===== config.mk =====
export PLATFORM = sky130hd
export DESIGN_NAME = adc_multi_check
export DESIGN_NICKNAME = d
export VERILOG_FILES = /design/src/rtl/adc_multi_check.sv
export SDC_FILE = /design/constraint.sdc
export NUM_CORES = 1
export LEC_CHECK = 0
export CORE_UTILIZATION = 58
export CTS_BUF_LIST = sky130_fd_sc_hd__clkbuf_2
export DETAILED_ROUTE_END_ITERATION = 10
export GPL_ROUTABILITY_DRIVEN = 0
export PLACE_DENSITY = 0.89
export SLEW_MARGIN = 20
export SYNTH_ARGS = -nofsm -noshare
export SYNTH_HDL_FRONTEND = slang
export SYNTH_SLANG_ARGS = --single-unit

===== constraint.sdc =====
create_clock -name clk -period 5.4 [get_ports clk]
set_clock_uncertainty 0.2 [all_clocks]
set_input_delay 1.08 -clock clk [delete_from_list [all_inputs] [get_ports clk]]
set_output_delay 1.08 -clock clk [all_outputs]
set_load 0.01 [all_outputs]

===== src/rtl/adc_multi_check.sv =====
// Multi-channel ADC safety checker: debounced over-current, pulse width and pulse period
// limits per channel, with sticky fail flags and a combined interlock trip output.
//
// state | meaning
// IDLE  | no sample seen since reset/clear/bypass; period counter disarmed
// LOW   | last valid sample below pulse_threshold
// HIGH  | last valid sample at/above pulse_threshold; width counting
module adc_multi_check #(
    parameter int NCH      = 2,
    parameter int DW       = 16,
    parameter int CW       = 32,
    parameter int DEBOUNCE = 4
) (
    input  logic              clk,
    input  logic              rst,
    input  logic              clear_fail,
    input  logic              adc_bypass,
    input  logic              pulse_cw_select,
    input  logic [NCH-1:0]    adc_data_valid,
    input  logic [NCH*DW-1:0] adc_data,
    input  logic [DW-1:0]     pulse_current_limit,
    input  logic [DW-1:0]     cw_current_limit,
    input  logic [DW-1:0]     pulse_threshold,
    input  logic [CW-1:0]     pw_min,
    input  logic [CW-1:0]     pw_max,
    input  logic [CW-1:0]     period_min,
    input  logic [CW-1:0]     period_max,
    output logic [NCH-1:0]    current_fail,
    output logic [NCH-1:0]    pw_short_fail,
    output logic [NCH-1:0]    pw_long_fail,
    output logic [NCH-1:0]    rate_high_fail,
    output logic [NCH-1:0]    rate_low_fail,
    output logic              any_fail
);

    localparam int OW = $clog2(DEBOUNCE + 1);
    localparam logic [OW-1:0] DEB     = OW'(DEBOUNCE);
    localparam logic [CW-1:0] CNT_MAX = '1;

    localparam int F_CUR   = 0;
    localparam int F_SHORT = 1;
    localparam int F_LONG  = 2;
    localparam int F_RHIGH = 3;
    localparam int F_RLOW  = 4;

    typedef enum logic [1:0] {IDLE, LOW, HIGH} state_t;

    logic [DW-1:0] cur_limit;
    assign cur_limit = pulse_cw_select ? cw_current_limit : pulse_current_limit;

    for (genvar n = 0; n < NCH; n++) begin : g_ch
        state_t        state_q, state_d;
        logic [OW-1:0] over_q, over_d;
        logic [CW-1:0] width_q, width_d;
        logic [CW-1:0] period_q, period_d;
        logic          armed_q, armed_d;
        logic [4:0]    flags_q, flags_d, set_d;
        logic [DW-1:0] sample;
        logic          valid;
        logic          hi;
        logic [CW-1:0] width_inc;
        logic [CW-1:0] period_inc;

        assign sample     = adc_data[n*DW +: DW];
        assign valid      = adc_data_valid[n];
        assign hi         = (sample >= pulse_threshold);
        assign width_inc  = (width_q == CNT_MAX) ? width_q : width_q + CW'(1);
        assign period_inc = (period_q == CNT_MAX) ? period_q : period_q + CW'(1);

        always_comb begin
            state_d  = state_q;
            over_d   = over_q;
            width_d  = width_q;
            period_d = period_q;
            armed_d  = armed_q;
            set_d    = '0;

            if (valid) begin
                if (sample > cur_limit) begin
                    if (over_q != DEB) over_d = over_q + OW'(1);
                    if (over_d == DEB) set_d[F_CUR] = 1'b1;
                end else begin
                    over_d = '0;
                end
            end

            // period_inc is the elapsed cycle count including this one
            if (armed_q && state_q != IDLE) begin
                period_d = period_inc;
                if (period_inc > period_max) set_d[F_RLOW] = 1'b1;
            end

            case (state_q)
                IDLE: begin
                    if (valid) begin
                        period_d = '0;
                        if (hi) begin
                            state_d = HIGH;
                            width_d = CW'(1);
                            armed_d = 1'b1;
                        end else begin
                            state_d = LOW;
                            armed_d = 1'b0;
                        end
                    end
                end
                LOW: begin
                    if (valid && hi) begin
                        state_d = HIGH;
                        width_d = CW'(1);
                        if (armed_q && period_inc < period_min) set_d[F_RHIGH] = 1'b1;
                        period_d = '0;
                        armed_d  = 1'b1;
                    end
                end
                HIGH: begin
                    if (valid) begin
                        if (hi) begin
                            width_d = width_inc;
                        end else begin
                            state_d = LOW;
                            if (width_q < pw_min) set_d[F_SHORT] = 1'b1;
                        end
                    end
                end
                default: state_d = IDLE;
            endcase

            // stuck-on detection fires on the sample that pushes width past the limit
            if (state_d == HIGH && valid && hi && width_d > pw_max) set_d[F_LONG] = 1'b1;

            if (adc_bypass || clear_fail) begin
                state_d  = IDLE;
                over_d   = '0;
                width_d  = '0;
                period_d = '0;
                armed_d  = 1'b0;
            end
            if (adc_bypass) set_d = '0;

            flags_d = (clear_fail ? 5'b0 : flags_q) | set_d;
        end

        always_ff @(posedge clk) begin
            if (rst) begin
                state_q  <= IDLE;
                over_q   <= '0;
                width_q  <= '0;
                period_q <= '0;
                armed_q  <= 1'b0;
                flags_q  <= '0;
            end else begin
                state_q  <= state_d;
                over_q   <= over_d;
                width_q  <= width_d;
                period_q <= period_d;
                armed_q  <= armed_d;
                flags_q  <= flags_d;
            end
        end

        assign current_fail[n]   = flags_q[F_CUR];
        assign pw_short_fail[n]  = flags_q[F_SHORT];
        assign pw_long_fail[n]   = flags_q[F_LONG];
        assign rate_high_fail[n] = flags_q[F_RHIGH];
        assign rate_low_fail[n]  = flags_q[F_RLOW];
    end

    assign any_fail = |{current_fail, pw_short_fail, pw_long_fail, rate_high_fail, rate_low_fail};

endmodule

==> qor.yml <==
synth_edf_count: 0
clk_latency_ps: 800
setup_viol: 0
synth_nets: 2771
drt-pass1-iter-count: 11
status: "complete, but fails checks"
crit_path_end: "g_ch[0].flags_q[2]"
yosys.cell_count.top_type: "ha_1"
synth_area_per_cell_um2: 7.65
power_leakage_uw: 0.00927
irDropWorstVdd_uv: 112
path_cells: "clkdlybuf4s50_1, inv_1, ha_1, nand2_1, o21ai_0, buf_4, a2111oi_0, buf_4, o21ai_1, nand3_1, buf_4, or4_1, a21oi_1, ha_1, a211oi_1, o21ai_0, o211ai_1, a21oi_1, o31ai_1, nand3_1, a32o_1"
placed_area_mm2: 0.0203
grt_setup_unrepaired: "false"
wl_per_cell_um: 20.4
slew_viol_final: 0
cts_hold_buf: 0
synth_top_area_share_pct: 23.7
overflow: 0
cts_made_buffers: 17
cts_sinks: 150
synth_flop_cell: "dfxtp_1"
grtUsageTotal_pct: 38.1
synth_area_leaders: "ha_1 (24%), dfxtp_1 (18%), nor2_1 (4.2%)"
crit_cells: 21
drtIter0Drc: 2653
critPathMaxStageDelay_ps: 500
cts.path.max_buffers: 2
grt_pass1_vias: 18600
clk_pin_slew_ps: 260
relSlewSlack_pct: 27.7
drive_above_1_share_pct: 6.52
n_fill_cell: 2238
criticalPathCategory: "in -> reg"
use_met2_pct: 63.5
area_growth_pct: 20.1
arrival_ps: 5530
cp.required_ps: 5920
synth_commonest_cells: "ha_1 (324), nor2_1 (191), nand2_1 (178)"
synth-async-reset-ratio_pct: 0
drtAntennaViolNets: 0
power_density_mw_per_mm2: 122
setup-tns-final_ps: 0
ys_warn_count: 0
cpMaxStageDelayCell: "or4_1"
rows: 62
ys_ff_latch: 150
r2r_cells: 14
setup_ws_ps: 394
fin_crit_ps: 5010
end_kind: "flip-flop"
cts_root_buffer: "clkbuf_2"
vias: 19200
pre_cts_ws_ps: -352
holdWs_ps: 297
cts_setup_buffers: 0
io_pins: 226
syn_area_mm2: 0.0171
antenna_found_initial: 1
use_met3_pct: 6.40
critical_path.most_common_cell: "buf_4"
io_buffers: 225
crit_family: "compound AO/OA/AOI/OAI gates"
r2r_end: "g_ch[0].flags_q[3]"
grt_max_degree: 35
hp-class: "reg -> reg"
dieArea_mm2: 0.0301
grt_util_met1_pct: 45.5
drc: 2
via_per_inst: 6.67
start_kind: "primary input"
ctsResizeCount: 0
cts_tree: "yes"
finalCritPeriodShare_pct: 92.7
initial_core_util_pct: 59.2
tightest_slew_ps: 1080
ys_seq_area_share_pct: 17.6
critPathMaxFanout: 10
core_area_mm2: 0.0289
failed_checks: "design-rule violations"
r2r-start: "g_ch[0].period_q[17]"
finish.instance_area_mm2: 0.0205
worst-r2r-setup-slack_ps: 550
critPathBufInv: 5
synth_top_area_cell: "ha_1"
drt-total-wl_mm: 58.8
nNetsFinal: 3027
yosysUniqueCellTypes: 81
fp.dieW_um: 174
htreeDepth: 4
final_hold_viol_count: 0
die_h_um: 174
grt_pass1_wl_mm: 92.9
dp_hpwl_mm: 47.0
top_usage_layer: "met2"
timing.fmax_mhz: 200
max-cap-violations: 0
synthCells: 2232
setup.worst_path.start: "pulse_threshold[15]"
-- metrics by stage --
step                      power [uW]  cells  utilization [%]
final                           2510   2886             71.1
after global routing            2600   2886             71.1
after CTS                       2480   2885             71.0
after detailed placement        1810   2853             70.2
after global placement          1780   2853             70.2
after floorplan                 1440   2232                -
-- layout make-up --
| type | instances | area (um2) | share of cell area [%] |
|---|---|---|---|
| repair buffers | 326 | 3060 | 14.9 |
| clock buffers | 20 | 100 | 0.488 |
| multi-input cells | 1830 | 13100 | 64.0 |
| diodes | 1 | 2.50 | 0.0122 |
| well taps | 384 | 480 | 2.34 |
| flip-flops and latches | 150 | 3000 | 14.7 |
| inverters | 163 | 612 | 2.98 |
| clock inverters | 12 | 130 | 0.635 |
-- placed cells by master, fill, tap and decap left out, types with 37 or more instances in the layout --
cell             count
a31oi_1             43
inv_1              163
a21oi_1            141
clkdlybuf4s50_1    225
o21ai_0             72
nor2_1             191
xor2_1              60
nand3_1             96
nor3_1              74
dfxtp_1            149
ha_1               324
buf_4               97
a21o_1              48
nand4_1             99
nand2_1            178
xnor2_1             70
and3_1              37
-- worst min path at each step --
stage,startpoint,end,slack (ps),cells past startpoint
after floorplan,g_ch[1].over_q[1],g_ch[1].over_q[1],260,2
after global placement,g_ch[1].flags_q[0],g_ch[1].flags_q[0],250,2
after detailed placement,g_ch[1].flags_q[0],g_ch[1].flags_q[0],280,2
after CTS,g_ch[1].flags_q[0],g_ch[1].flags_q[0],300,2
after global routing,g_ch[1].flags_q[0],g_ch[1].flags_q[0],330,2
final,g_ch[1].flags_q[0],g_ch[1].flags_q[0],300,2
-- flip-flops by register name (all words and copies together), names as in the netlist --
register	flops
g_ch.period_q	64
g_ch.width_q	64
g_ch.state_q	4
g_ch.armed_q	2
g_ch.flags_q	10
g_ch.over_q	6
-- logic make-up after synthesis --
| kind of cell | Yosys count | synth area share, % |
|---|---|---|
| simple gates | 874 | 26.7 |
| fa+ha+maj | 324 | 23.7 |
| flops | 150 | 17.6 |
| xor+xnor | 131 | 6.76 |
| compound gates | 478 | 18.2 |
| buf+inv | 252 | 5.67 |
| mux | 23 | 1.39 |
-- worst register-to-register path, stage by stage, from the launching register on --
cell and delay (ps):
dfxtp_1 530, nand3_1 320, nor3_1 550, nand4_1 340, nand3b_1 490, nor3_1 120, xor2_1 320, ha_1 320
nand4_1 140, inv_1 50, a221oi_1 560, o2111ai_1 260, nor2_1 240, nor2b_1 90, o31ai_1 240
-- report_power, final --
group / switching, uW / total [uW] / internal [uW]
registers: 7.42 / 1120 / 1110
logic: 369 / 700 / 331
clock network: 472 / 689 / 216
total: 849 / 2510 / 1660
-- layer usage --
layer / up-vias / part of all wire (%)
li1: 8746 / -
met1: 8746 / 37
met2: 1370 / 46
met3: 375 / 11
met4: 0 / 7.0
met5: - / 0
(Power assumes the default switching activity.)
